==> config.mk <==
export PLATFORM = sky130hd
export DESIGN_NAME = matmul_sequencer
export DESIGN_NICKNAME = d
export VERILOG_FILES = /design/src/rtl/matmul_sequencer.sv
export SDC_FILE = /design/constraint.sdc
export NUM_CORES = 1
export LEC_CHECK = 0
export BUFFER_PORTS_ARGS = -buffer_cell sky130_fd_sc_hd__buf_2
export CAP_MARGIN = 20
export CORE_AREA = 4 4 180 165
export DETAILED_ROUTE_END_ITERATION = 10
export DIE_AREA = 0 0 184 169
export MAX_ROUTING_LAYER = met4
export PLACE_DENSITY = 0.68
export SLEW_MARGIN = 0
export SYNTH_ARGS = -nofsm -noshare
export SYNTH_HDL_FRONTEND = slang
export SYNTH_SLANG_ARGS = --single-unit
==> constraint.sdc <==
create_clock -name clk -period 4 [get_ports clk]
set_input_delay 0.6 -clock clk [delete_from_list [all_inputs] [get_ports clk]]
set_output_delay 0.6 -clock clk [all_outputs]
set_load 0.05 [all_outputs]
==> src/rtl/matmul_sequencer.sv <==
// Sequencer driving a 3x3 MAC-array multiplier: CLEAR, 3 FEED beats, SETTLE idle, 9 UNLOAD captures.
// Latency: done pulses in cycle T+14+SETTLE after the start-accept edge T (15 cycles with SETTLE=1).
// Backpressure: none; start and operand writes are dropped while busy. Optional checksum port: MATSEQ_CHECKSUM_EN.
module matmul_sequencer #(
    parameter int DATA_W = 4,
    parameter int RES_W  = 10,
    parameter int SETTLE = 1
) (
    input  logic              clk,
    input  logic              rst,
    input  logic              wr_en,
    input  logic              wr_sel,
    input  logic [3:0]        wr_addr,
    input  logic [DATA_W-1:0] wr_data,
    input  logic              start,
    output logic              busy,
    output logic              done,
    output logic              result_valid,
    input  logic [3:0]        rd_addr,
    output logic [RES_W-1:0]  rd_data,
    output logic [DATA_W-1:0] mm_w1,
    output logic [DATA_W-1:0] mm_w2,
    output logic [DATA_W-1:0] mm_w3,
    output logic [DATA_W-1:0] mm_x1,
    output logic [DATA_W-1:0] mm_x2,
    output logic [DATA_W-1:0] mm_x3,
    output logic [8:0]        mm_load,
    output logic [8:0]        mm_clear,
    output logic              mm_unload_res,
    input  logic [RES_W-1:0]  mm_data_out
`ifdef MATSEQ_CHECKSUM_EN
    ,
    output logic [RES_W+3:0]  checksum
`endif
);

    localparam logic [2:0] S_IDLE   = 3'd0;
    localparam logic [2:0] S_CLEAR  = 3'd1;
    localparam logic [2:0] S_FEED   = 3'd2;
    localparam logic [2:0] S_SETTLE = 3'd3;
    localparam logic [2:0] S_UNLOAD = 3'd4;
    localparam logic [2:0] S_DONE   = 3'd5;

    logic [2:0]        state_q, state_d;
    logic [3:0]        cnt_q, cnt_d;
    logic [DATA_W-1:0] w_q [9];
    logic [DATA_W-1:0] x_q [9];
    logic [RES_W-1:0]  c_q [9];
    logic              busy_q, done_q, rv_q, unload_q;
    logic [8:0]        load_q, clear_q;
    logic [DATA_W-1:0] opw_q [3];
    logic [DATA_W-1:0] opx_q [3];
    logic [DATA_W-1:0] opw_d [3];
    logic [DATA_W-1:0] opx_d [3];
    logic              accept, wr_ok, capture;

    assign accept  = (state_q == S_IDLE) && start;
    assign wr_ok   = (state_q == S_IDLE) && wr_en && (wr_addr <= 4'd8);
    assign capture = (state_q == S_UNLOAD);

    // Next-state and per-phase beat counter.
    always_comb begin
        state_d = state_q;
        cnt_d   = cnt_q;
        case (state_q)
            S_IDLE: if (start) begin
                state_d = S_CLEAR;
                cnt_d   = 4'd0;
            end
            S_CLEAR: begin
                state_d = S_FEED;
                cnt_d   = 4'd0;
            end
            S_FEED: if (cnt_q == 4'd2) begin
                state_d = S_SETTLE;
                cnt_d   = 4'd0;
            end else begin
                cnt_d = cnt_q + 4'd1;
            end
            S_SETTLE: if (cnt_q == 4'(SETTLE - 1)) begin
                state_d = S_UNLOAD;
                cnt_d   = 4'd0;
            end else begin
                cnt_d = cnt_q + 4'd1;
            end
            S_UNLOAD: if (cnt_q == 4'd8) begin
                state_d = S_DONE;
                cnt_d   = 4'd0;
            end else begin
                cnt_d = cnt_q + 4'd1;
            end
            S_DONE: begin
                state_d = S_IDLE;
                cnt_d   = 4'd0;
            end
            default: begin
                state_d = S_IDLE;
                cnt_d   = 4'd0;
            end
        endcase
    end

    // Operands for the coming cycle: row i of W and row k of X, selected by the next FEED beat.
    always_comb begin
        for (int i = 0; i < 3; i++) begin
            opw_d[i] = '0;
            opx_d[i] = '0;
        end
        if (state_d == S_FEED) begin
            for (int i = 0; i < 3; i++) begin
                opw_d[i] = w_q[4'(i * 3) + cnt_d];
                opx_d[i] = x_q[cnt_d * 4'd3 + 4'(i)];
            end
        end
    end

    // FSM state register.
    always_ff @(posedge clk) begin
        if (rst) begin
            state_q <= S_IDLE;
            cnt_q   <= 4'd0;
        end else begin
            state_q <= state_d;
            cnt_q   <= cnt_d;
        end
    end

    // Operand storage (IDLE-only writes) and result capture during UNLOAD.
    always_ff @(posedge clk) begin
        if (rst) begin
            for (int n = 0; n < 9; n++) begin
                w_q[n] <= '0;
                x_q[n] <= '0;
                c_q[n] <= '0;
            end
        end else begin
            if (wr_ok && !wr_sel) w_q[wr_addr] <= wr_data;
            if (wr_ok &&  wr_sel) x_q[wr_addr] <= wr_data;
            if (capture)          c_q[cnt_q]   <= mm_data_out;
        end
    end

    // Registered outputs, decoded from the next state so they line up with the state they belong to.
    always_ff @(posedge clk) begin
        if (rst) begin
            busy_q   <= 1'b0;
            done_q   <= 1'b0;
            rv_q     <= 1'b0;
            unload_q <= 1'b0;
            load_q   <= '0;
            clear_q  <= '0;
            for (int i = 0; i < 3; i++) begin
                opw_q[i] <= '0;
                opx_q[i] <= '0;
            end
        end else begin
            busy_q   <= (state_d != S_IDLE);
            done_q   <= (state_d == S_DONE);
            unload_q <= (state_d == S_UNLOAD);
            load_q   <= {9{state_d == S_FEED}};
            clear_q  <= {9{state_d == S_CLEAR}};
            if (state_d == S_DONE)       rv_q <= 1'b1;
            else if (state_d == S_CLEAR) rv_q <= 1'b0;
            for (int i = 0; i < 3; i++) begin
                opw_q[i] <= opw_d[i];
                opx_q[i] <= opx_d[i];
            end
        end
    end

`ifdef MATSEQ_CHECKSUM_EN
    logic [RES_W+3:0] checksum_q;

    // Running sum of captured results, restarted at each accepted start.
    always_ff @(posedge clk) begin
        if (rst)          checksum_q <= '0;
        else if (accept)  checksum_q <= '0;
        else if (capture) checksum_q <= checksum_q + {4'b0, mm_data_out};
    end

    assign checksum = checksum_q;
`endif

    // Combinational result read; out-of-range indices read as zero.
    always_comb begin
        rd_data = '0;
        if (rd_addr <= 4'd8) rd_data = c_q[rd_addr];
    end

    assign busy          = busy_q;
    assign done          = done_q;
    assign result_valid  = rv_q;
    assign mm_load       = load_q;
    assign mm_clear      = clear_q;
    assign mm_unload_res = unload_q;
    assign mm_w1         = opw_q[0];
    assign mm_w2         = opw_q[1];
    assign mm_w3         = opw_q[2];
    assign mm_x1         = opx_q[0];
    assign mm_x2         = opx_q[1];
    assign mm_x3         = opx_q[2];

endmodule

* After elaboration in Yosys (flattened, before gate mapping)
Memories as Yosys holds them, arrays and structs flattened. Cells that the tools add are included.
Word-level totals: register bits after elaboration 13, input bits 27, RAM bits 186, memories 5
Memory list:
- c_q | words 9, bits a word 10, rd ports 1, clocked after memory_dff 0, wr ports 9, line 48 | logic [RES_W-1:0] c_q [9];
- w_q | words 9, bits a word 4, rd ports 3, clocked after memory_dff 0, wr ports 9, line 46 | logic [DATA_W-1:0] w_q [9];
- x_q | words 9, bits a word 4, rd ports 3, clocked after memory_dff 0, wr ports 9, line 47 | logic [DATA_W-1:0] x_q [9];
- opw_q | words 3, bits a word 4, rd ports 3, clocked after memory_dff 0, wr ports 3, line 51 | logic [DATA_W-1:0] opw_q [3];
- opx_q | words 3, bits a word 4, rd ports 3, clocked after memory_dff 0, wr ports 3, line 52 | logic [DATA_W-1:0] opx_q [3];
Cells by class: $add $sub $neg 5, multiply operators 1, magnitude comparators 2, multiplexer cells 42, bitwise logic cells 6, eq/ne operators 10, reduce and logical (&&, ||, !) cells 12
Operators by type and width (number):
- two-way mux 4 bit | 15
- two-way mux 12 bit | 2
- two-way mux 10 bit | 2
- two-way mux 1 bit | 17
- case mux 4 bit (4 select lines) | 1
- case mux 3 bit (5 select lines) | 1
- two-way mux 3 bit | 4
- OR reduction 10 bit | 1
- equality test 3 x 2 -> 1 bit, second input constant | 3
- equality test 3 bit, second input constant | 3
- adder 4 x 1 -> 4 bit, second input constant | 2
- <= comparator 4 bit, second input constant | 2
- OR reduction 4 bit | 2
- equality test 3 x 1 -> 1 bit, second input constant | 2
- OR 1 bit | 6
- adder 2 x 4 -> 4 bit, first input constant | 1
- adder 3 x 4 -> 4 bit, first input constant | 1
- adder 4 x 2 -> 4 bit, second input constant | 1
- equality test 4 x 2 -> 1 bit, second input constant | 1
- equality test 4 bit, second input constant | 1
- logical AND 1 bit | 4
- zero test 4 bit | 1
- multiplier 4 x 2 -> 4 bit, second input constant | 1
- zero test 3 bit | 1
- 3 further kinds | 3

* Depth between registers and ports, before layout
depth in word-level cells 9, mapped depth 18

* Worst setup path after synthesis
OpenSTA, ideal clock, no wires.
kind reg-to-reg, from reg cnt_q[0], to mem opx_q[1][0] (netlist: opx_q[0][4]), cell stages (with the launch flop) 19, data arrival time 4169 ps, period minus slack after synthesis 4301 ps, slack -301 ps, buffers on the path 5, path through dfxtp_1 -> inv_1 -> ha_1 -> or3b_2 -> a222oi_1 -> buf_2 -> a21bo_4 -> inv_2 -> buf_6 -> buf_2 -> buf_1 -> ha_1 -> fa_1 -> xor2_1 -> and2_1 -> buf_1 -> nand3_1 -> o2111ai_1 -> a21oi_1
RTL lines:
- from (decl) | line 45 | logic [3:0] cnt_q, cnt_d;
- from (signal assigned) | line 124 | cnt_q <= cnt_d;
- to (decl) | line 52

==> reports/results.txt <==
Status: finished, final reports clean
Endpoints failing setup: 0
Rows: 58
Worst EP required: 4.48 ns
Max cap viols: 0
Clk_lat worst skew: 0.54 ns
I/O pins: 83
CP endpoint kind: register
Reg2reg start: cnt_q[1]
PortBufs: 82
GRT Total Usage: 22.8%
Ant. Diodes: 0
Number of flops mapped to enable cells by yosys: 218
FF+latch area: 0.00729 mm^2
Die area: 0.0311 mm^2
Warnings from Yosys: 0
Vias/cell: 5.94
Unrepaired setup endpoints after global routing: no
Fill count: 2,363
Fin crit share: 92.2%
Avg Cell Area, Syn: 11.2 um^2
Die X: 184 um
Hold path endpoint: c_q[2][0]
Reg2Reg Capture Point: opx_q[0][7]
Hold Path Stages: 2
Area after DPL: 0.0146 mm^2
Die Ht: 169 um
Area of the multi-input gates: 0.00603 mm^2
DRC: 0
Core Box Area: 0.0277 mm^2
Post-CTS Hold Fix Bufs: 0
ANT nets after route: 0
GRT overflow: 0
Mapped Cells: 1,227
Critical setup path kind: register to register
Nets: 1,362
CTS root buf: clkbuf_16
Shortest period the worst path allows: 3.69 ns
CTS buffer count: 27
Crit-path max FO: 7
Clock sink total: 255
Design Area, Final: 0.0156 mm^2
WL/cell: 20.4 um
Mapped cell area: 0.0137 mm^2
Slew Limit Fails: 0
Most frequent cells in the layout: 218 x edfxtp_1, 149 x nand2_1, 93 x and2_1
Drt pass-1 iters: 5
Reg2Reg Depth: 14
Final Hold Fails: 0
Placer Congestion: 0.878
Worst-path clk slew: 0.07 ns
H-Tree Depth: 1
Final wirelength: 34,800 um
Most frequently used flop master after synthesis: edfxtp_1
Worst hold slack: 0.481 ns
Initial Util: 49.4%
Routed via count: 10,100
Slew margin rel.: 31.3%
Clk buf depth: 3
Worst Min Path Start: mm_data_out[0]
Post-CTS setup buffer count: 0
Startpoint Class: register
Post-synth cell types: 70
Antenna violations before repair: 0
Area Overhead vs Synth: 13.5%
Slew @ Worst Pin: 1.02 ns
Place WS: 0.197 ns
Pleak: 5.84 nW
Most common cell after layout, fill and taps aside: edfxtp_1
Global-route wire length before repair: 54,700 um
Worst vdd rail ir drop: 0.000320 V
Pwr/cell area: 445 mW/mm^2
Hold crit path type: input port to register
Register area share after synthesis: 53.2%
FF+latch count, synth: 255
R2R Setup Slk: 0.31 ns
Setup_tns: 0 ns
HPWL Detailed: 24,200 um
Post-synthesis async set-or-reset flop share: 0%
Final worst slack: 0.312 ns
Setup Skew: 0.0129 ns
CTS-repair resized insts: 0
Iteration-0 DRC Markers: 1,090
CTS tree: built
Largest net degree at the start of global routing: 87
Vias in the first global route: 9,738
Arrival @ worst endpoint: 4.16 ns
Fmax: 271 MHz
Layout cell share with drive strength beyond 1: 18.7%
## cell usage after synthesis (all sizes together) (5+ instances only)
cell / number / share of area [%]
nor4: 19 / 0.91
ha: 11 / 1.0
o31ai: 12 / 0.66
o22ai: 41 / 2.0
o21ai: 30 / 1.1
buf: 53 / 2.3
clkbuf: 61 / 1.7
xnor2: 5 / 0.32
a311oi: 13 / 0.83
or2: 8 / 0.37
and2: 93 / 4.2
nand2b: 29 / 1.3
and3: 14 / 0.64
a31oi: 8 / 0.37
dfxtp: 37 / 5.4
a21oi: 50 / 1.8
a211oi: 20 / 1.1
mux2i: 54 / 3.9
edfxtp: 218 / 48
inv: 24 / 0.66
nand3: 46 / 1.7
nor3b: 5 / 0.31
nor2: 31 / 0.85
nand2: 149 / 4.1
mux2: 10 / 0.82
nand4: 7 / 0.32
mux4: 40 / 6.6
a2111oi: 7 / 0.45
nor2b: 9 / 0.41
nor3: 60 / 2.2
or3: 7 / 0.32
## stage by stage
stage          utilization, %  total power [mW]  instances
3_5_place_dp             52.8              4.45       1654
3_3_place_gp             52.8              4.43       1654
2_1_floorplan               -              4.14       1282
5_1_grt                  56.1              7.21       1704
4_1_cts                  56.0              6.96       1704
6_report                 56.1              6.93       1704
## critical path: stages, from the launching register on
cell	delay, ns
dfxtp_1	0.35
inv_1	0.13
ha_1	0.21
or3b_4	0.42
a222oi_1	0.29
buf_4	0.22
a21bo_4	0.15
inv_2	0.05
ha_2	0.19
fa_2	0.67
ha_1	0.22
nand2_1	0.14
xnor2_2	0.28
nand4_1	0.15
a21oi_1	0.17
## cell type report
type / count / area share, %
inverters: 28 / 0.676
flip-flops and latches: 255 / 46.8
clock buffers: 33 / 4.75
well taps: 360 / 2.90
multi-input cells: 885 / 38.8
clock inverters: 17 / 1.05
repair buffers: 126 / 5.00
## per-layer routing
layer | vias to the layer above | routed length (um) | part of all wire (%) | global-route usage (%)
li1 | 4736 | - | - | -
met1 | 4924 | 15000 | 43 | 32.1
met2 | 399 | 16200 | 47 | 35.5
met3 | 69 | 2480 | 7.1 | 2.43
met4 | 0 | 1060 | 3.0 | 6.56
met5 | - | 0 | 0 | -
## power by group
group	switching [mW]	internal [mW]	leakage, nW
registers	0.0935	3.02	2.52
clock network	1.06	1.45	0.436
logic	0.804	0.494	2.89
## cell families (layout without fill, tap and decap cells)
kind of cell / after synthesis / after routing / share of synthesized area [%]
buffers and inverters: 142 / 204 / 4.72
other: 1 / 56 / 0.0274
and+or+nand+nor: 487 / 487 / 18.3
AOI/OAI and AO/OA: 216 / 216 / 10.6
adders and majority gates: 12 / 12 / 1.15
xor gates and xnor gates: 10 / 10 / 0.748
muxes: 104 / 104 / 11.3
DFF: 255 / 255 / 53.2
## worst max-delay path by stage
stage,start,endpoint,slack (ns)
6_report,cnt_q[1],opx_q[0][7],0.31
3_5_place_dp,cnt_q[1],opx_q[0][7],0.20
5_1_grt,cnt_q[1],opx_q[0][7],0.06
3_3_place_gp,cnt_q[1],opx_q[0][11],0.35
2_1_floorplan,cnt_q[0],opx_q[0][11],0.08
4_1_cts,cnt_q[1],opx_q[0][7],0.18
## flip-flops by register name (all words and copies together) (netlist names)
register	flops
state_q	3
mm_unload_res	1
result_valid	1
mm_clear	1
opx_q	12
opw_q	12
done	1
mm_load	1
c_q	90
x_q	64
w_q	64
cnt_q	4
busy	1
No activity file was read; power rests on OpenSTA's default activity.
